==> src/rtl/bt_tx_arbiter.sv <==
// Round-robin, packet-locked arbiter sharing one UART transmitter between NUM_REQ byte producers.
// Bytes are paced off the UART busy flag, with a settle window after each transmit pulse.
module bt_tx_arbiter #(
    parameter int unsigned NUM_REQ     = 4,
    parameter int unsigned TIMEOUT_CYC = 1024,
    parameter int unsigned SETTLE_CYC  = 2,
    localparam int unsigned ID_W       = (NUM_REQ > 1) ? $clog2(NUM_REQ) : 1
) (
    input  logic                 clk,
    input  logic                 rst_n,
    input  logic [NUM_REQ-1:0]   req_valid,
    input  logic [NUM_REQ*8-1:0] req_byte,
    input  logic [NUM_REQ-1:0]   req_last,
    output logic [NUM_REQ-1:0]   req_ready,
    output logic                 transmit,
    output logic [7:0]           tx_byte,
    input  logic                 is_transmitting,
    output logic [ID_W-1:0]      grant_id,
    output logic                 grant_active,
    output logic                 timeout_err,
    output logic [15:0]          sent_count
);

    localparam int unsigned CNT_MAX = (TIMEOUT_CYC > SETTLE_CYC) ? TIMEOUT_CYC : SETTLE_CYC;
    localparam int unsigned CNT_W   = $clog2(CNT_MAX + 1);

    typedef enum logic [2:0] {
        IDLE,
        ISSUE,
        SETTLE,
        WAIT_DONE,
        HOLD
    } state_t;

    state_t            state_q, state_d;
    logic [CNT_W-1:0]  cnt_q, cnt_d;
    logic [ID_W-1:0]   rr_q, rr_d;
    logic              last_q;
    logic              armed_q;
    logic              accept;
    logic [ID_W-1:0]   acc_idx;
    logic [ID_W-1:0]   pick_idx;
    logic [ID_W-1:0]   cand;
    logic              pick_found;
    logic [ID_W-1:0]   grant_next;
    logic [7:0]        lane_byte [NUM_REQ];

    for (genvar g = 0; g < NUM_REQ; g++) begin : g_lane
        assign lane_byte[g] = req_byte[8*g +: 8];
    end

    assign grant_next = (grant_id == ID_W'(NUM_REQ - 1)) ? '0 : grant_id + ID_W'(1);

    // First valid lane searching upward from the round-robin pointer.
    always_comb begin
        pick_found = 1'b0;
        pick_idx   = '0;
        cand       = '0;
        for (int unsigned k = 0; k < NUM_REQ; k++) begin
            cand = ID_W'((32'(rr_q) + k) % NUM_REQ);
            if (!pick_found && req_valid[cand]) begin
                pick_found = 1'b1;
                pick_idx   = cand;
            end
        end
    end

    // Next-state, handshake and timeout decode.
    always_comb begin
        state_d     = state_q;
        cnt_d       = cnt_q;
        rr_d        = rr_q;
        req_ready   = '0;
        timeout_err = 1'b0;
        accept      = 1'b0;
        acc_idx     = grant_id;

        unique case (state_q)
            IDLE: begin
                if (armed_q && pick_found && !is_transmitting) begin
                    accept  = 1'b1;
                    acc_idx = pick_idx;
                    state_d = ISSUE;
                end
            end
            ISSUE: begin
                if (SETTLE_CYC == 0) begin
                    state_d = WAIT_DONE;
                end else begin
                    cnt_d   = CNT_W'(SETTLE_CYC - 1);
                    state_d = SETTLE;
                end
            end
            SETTLE: begin
                if (cnt_q == '0) begin
                    state_d = WAIT_DONE;
                end else begin
                    cnt_d = cnt_q - CNT_W'(1);
                end
            end
            WAIT_DONE: begin
                if (!is_transmitting) begin
                    if (last_q) begin
                        rr_d    = grant_next;
                        state_d = IDLE;
                    end else begin
                        cnt_d   = '0;
                        state_d = HOLD;
                    end
                end
            end
            HOLD: begin
                if (armed_q && req_valid[grant_id]) begin
                    accept  = 1'b1;
                    state_d = ISSUE;
                end else if (cnt_q == CNT_W'(TIMEOUT_CYC - 1)) begin
                    timeout_err = 1'b1;
                    rr_d        = grant_next;
                    state_d     = IDLE;
                end else begin
                    cnt_d = cnt_q + CNT_W'(1);
                end
            end
            default: state_d = IDLE;
        endcase

        if (accept) begin
            req_ready[acc_idx] = 1'b1;
        end
    end

    // Control state; armed_q keeps ready low through reset and its first released cycle.
    always_ff @(posedge clk or negedge rst_n) begin
        if (!rst_n) begin
            state_q <= IDLE;
            cnt_q   <= '0;
            rr_q    <= '0;
            armed_q <= 1'b0;
        end else begin
            state_q <= state_d;
            cnt_q   <= cnt_d;
            rr_q    <= rr_d;
            armed_q <= 1'b1;
        end
    end

    // Byte latch, transmit pulse and status outputs.
    always_ff @(posedge clk or negedge rst_n) begin
        if (!rst_n) begin
            tx_byte      <= '0;
            last_q       <= 1'b0;
            grant_id     <= '0;
            transmit     <= 1'b0;
            sent_count   <= '0;
            grant_active <= 1'b0;
        end else begin
            transmit     <= accept;
            grant_active <= (state_d != IDLE);
            if (accept) begin
                tx_byte  <= lane_byte[acc_idx];
                last_q   <= req_last[acc_idx];
                grant_id <= acc_idx;
            end
            if (state_q == ISSUE) begin
                sent_count <= sent_count + 16'd1;
            end
        end
    end

endmodule

==> config.mk <==
export PLATFORM = sky130hd
export DESIGN_NAME = bt_tx_arbiter
export DESIGN_NICKNAME = d
export VERILOG_FILES = /design/src/rtl/bt_tx_arbiter.sv
export SDC_FILE = /design/constraint.sdc
export NUM_CORES = 1
export LEC_CHECK = 0
export BUFFER_PORTS_ARGS = -buffer_cell sky130_fd_sc_hd__buf_2
export CAP_MARGIN = 25
export CORE_MARGIN = 4
export CORE_UTILIZATION = 40
export DETAILED_ROUTE_END_ITERATION = 10
export PLACE_DENSITY = 0.67
export SKIP_CTS_REPAIR_TIMING = 1
export SYNTH_ARGS = -nofsm -noshare
export SYNTH_HDL_FRONTEND = slang
export SYNTH_SLANG_ARGS = --single-unit
==> constraint.sdc <==
create_clock -name clk -period 3.2 [get_ports clk]
set_input_delay 0.16 -clock clk [delete_from_list [all_inputs] [get_ports clk]]
set_output_delay 0.16 -clock clk [all_outputs]
set_load 0.05 [all_outputs]
==> flow_summary.toml <==
[floorplan]
die_width_um = 92.5
die_area_um2 = 8550
io_pins = 76
placement_rows = 30
die-height_um = 92.5
initial_core_util = 0.415
core_area_um2 = 6870

[global_route]
antenna_found_initial = 0
first_global_vias = 2375
grt_first_pass_wirelength_mm = 10.9
globalRouteOverflowTotal = 0
grt_start_max_net_pins = 47
grt_use_total = 0.156

[power_and_ir_drop]
internal_power_mw = 1.85
p_clk_frac = 0.159
switchingPower_mw = 1.47
power_leakage_nw = 1.69
power_frac_comb = 0.549
max-vdd-ir-drop_mv = 0.473
power.share.switching = 0.442
power_density_of_the_placed_cells_nw_per_um2 = 942
seq_power_share = 0.292

[min_path]
hold_wc_path_type = "in -> async"

[run]
timing.max_cap.violations = 0

[sta]
grt_setup_unrepaired = "false"
final.setup.tns_ns = 0
finalClockSkew_ns = 0.00812
finalSetupViolCount = 0
fmaxAchievable_mhz = 325
final_hold_slack_ns = 0.226
tightest_slew_ns = 0.686
count_of_final_max_slew_check_failures = 0
max_slew_margin = 0.541
report.final.hold_viol_count = 0
layout_worst_path_cycle_share = 0.961
setup_ws_ns = 0.124
post-route-min-period_ns = 3.08

[logic_synthesis]
synthDominantCellAreaShare = 0.403
ys_ff_latch = 46
synthSimpleGateAreaFrac = 0.195
syn_avg_cell_area_um2 = 10.0
synth_fa_ha_area_frac = 0.0596
dominant_combinational_cell_family_by_area_after_synthesis = "simple AND/OR/NAND/NOR gates"
synth_edf_count = 0
synthFlopType = "dfrtp_1"
synth-xor-area-share = 0.0675
post_synth_inst_count = 284
synthesis.nets = 340
synth.lib_cells_used.distinct = 53
synth_compound_area_frac = 0.150
synthesis.yosys.warnings = 0
synth_mux_area_frac = 0.0978
netlist_top_cells_area = "dfrtp_1 (40%), mux2_2 (7.9%), ha_1 (5.3%), nor2_1 (4.2%), xnor2_1 (3.7%)"
yosys.area.top_type = "dfrtp_1"
post_synth_instance_area_um2 = 2850
postSynth.asyncResetShare = 1.00
synth_sequential_area_ratio = 0.403

[clock_tree]
cts_buffers = 5
cts_max_path_buffers = 2
cts-htree-levels = 2
clkSlewWorstSetupHoldPaths_ns = 0.08
cts.sink_count = 46
worstSkewPairLatency_ns = 0.30
tritoncts = "done"
cts.root.buffer_cell = "clkbuf_8"

[routing]
final_antenna_net_count = 0
vias = 2439
detail_route.first_pass.iterations = 4
avgRoutedWirePerCell_um = 13.9
route.final.wire_length_mm = 6.46
detail_route.vias_per_cell = 5.26
initialDrtViolationCount = 79
drt_drc_violations_left = 0

[worst_setup_path]
critical_path_required_ns = 3.04
rr_startpoint = "state_q[0]"
worstPathMaxFanout = 23
setup.worst_path.start_class = "flip-flop"
crit_arrival_ns = 2.92
reg2reg_depth = 7
crit_path_end_kind = "output pin"
reg2reg_setup_slack_ns = 0.33
criticalPathCategory = "reg -> out"
rr_endpoint = "tx_byte[4]"

[layout]
nets = 423
post_route_cells_drive_above_1_share = 0.318
layoutNonFillerInstCount = 464
finalCoreUtilization = 0.514
antenna_diodes = 0
final.fill_count = 655
most_frequent_cells_in_the_layout = "buf_2 (75), dfrtp_1 (46), nor2_1 (32)"
area_delta_synth_final_pct = 23.8
seqCellArea_um2 = 1150
layout.cells.most_common = "buf_2"
area_of_combinational_cells_with_multiple_inputs_um2 = 1640

[place]
numPortBuffers = 75
place_ws_ns = 0.338
dpl.hpwl_mm = 4.93
placedCellCount = 454
final_gp_congestion = 0.784

[run_status]
outcome = "finished clean"
[power groups by stage]
stage / Clock [mW] / Sequential, mW / Combinational (mW)
final: 0.528 / 0.970 / 1.83
after global routing: 0.566 / 1.00 / 2.03
after CTS: 0.542 / 0.967 / 1.83
after detailed placement: 0 / 0.978 / 1.82
after global placement: 0 / 0.972 / 1.78
after floorplan: 0 / 1.24 / 1.17
[metrics by stage]
stage	power [mW]	instance area, µm²
finish	3.33	3530
global route	3.59	3530
CTS	3.34	3490
detailed placement	2.80	3350
global placement	2.76	3350
floorplan	2.41	2850
[per-layer routing]
layer | part of all wire | routed length (µm) | up-vias | GRT usage
li1 | - | - | 1215 | -
met1 | 0.47 | 3040 | 1147 | 0.211
met2 | 0.45 | 2910 | 72 | 0.242
met3 | 0.070 | 454 | 5 | 0.0471
met4 | 0.0074 | 48 | 0 | 0.0396
met5 | 0 | 0 | - | 0
[cells in the mapped netlist, types with 2 or more instances]
master,instances
nand2b_1,8
nand3_1,4
mux2_2,20
or4_1,2
a21o_1,4
o22ai_1,9
nor2_1,32
a211o_1,2
dfrtp_1,46
inv_1,5
nand2_1,22
a21oi_1,7
clkbuf_1,4
nor2b_1,4
o31ai_1,9
nand4_1,5
nand3b_1,3
and4_1,3
and3b_1,2
buf_6,3
nor3b_1,2
mux2i_1,2
nor4_1,5
and3_1,5
a22o_1,2
xor2_1,10
a211oi_1,3
o21ai_0,8
nor3_1,5
xnor2_1,12
ha_1,12
o21a_1,3
[sequential cells by signal, summed over array words and instances, names as in the netlist]
name / count
sent_count: 16
cnt_q: 11
tx_byte: 8
state_q: 3
grant_id: 2
rr_q: 2
armed_q: 1
grant_active: 1
last_q: 1
transmit: 1
[cell type report]
type / count / area share
inverter: 5 / 0.00531
timing repair buffer: 84 / 0.130
clock buffer: 6 / 0.0234
tap: 96 / 0.0340
clock inverter: 2 / 0.0170
sequential: 46 / 0.326
multi-input combinational: 225 / 0.465
[how the worst max path moves through the flow]
stage	start	to	slack [ns]	depth (start not counted)
2_1_floorplan	state_q[0]	req_ready[1]	0.21	6
3_3_place_gp	state_q[0]	tx_byte[4]	0.44	7
3_5_place_dp	state_q[0]	tx_byte[4]	0.34	7
4_1_cts	state_q[0]	req_ready[3]	0.11	6
5_1_grt	state_q[0]	req_ready[3]	0.01	6
6_report	state_q[0]	req_ready[3]	0.12	6
[cell families (layout without fill, tap and decap cells)]
family	Yosys count	in the layout
and+or+nand+nor	107	107
AOI/OAI and AO/OA	58	58
DFF	46	46
muxes	24	24
xor gates and xnor gates	22	22
adders and majority gates	13	13
buffers and inverters	13	97
other	1	1
[critical path, cell delays in order (launching register included)]
cell and delay (ns):
dfrtp_1 0.48, or4b_4 0.60, or3_4 0.43, o41ai_4 0.34
buf_4 0.32, and3_1 0.20, buf_2 0.26
Power figures use the tool's default switching activity.
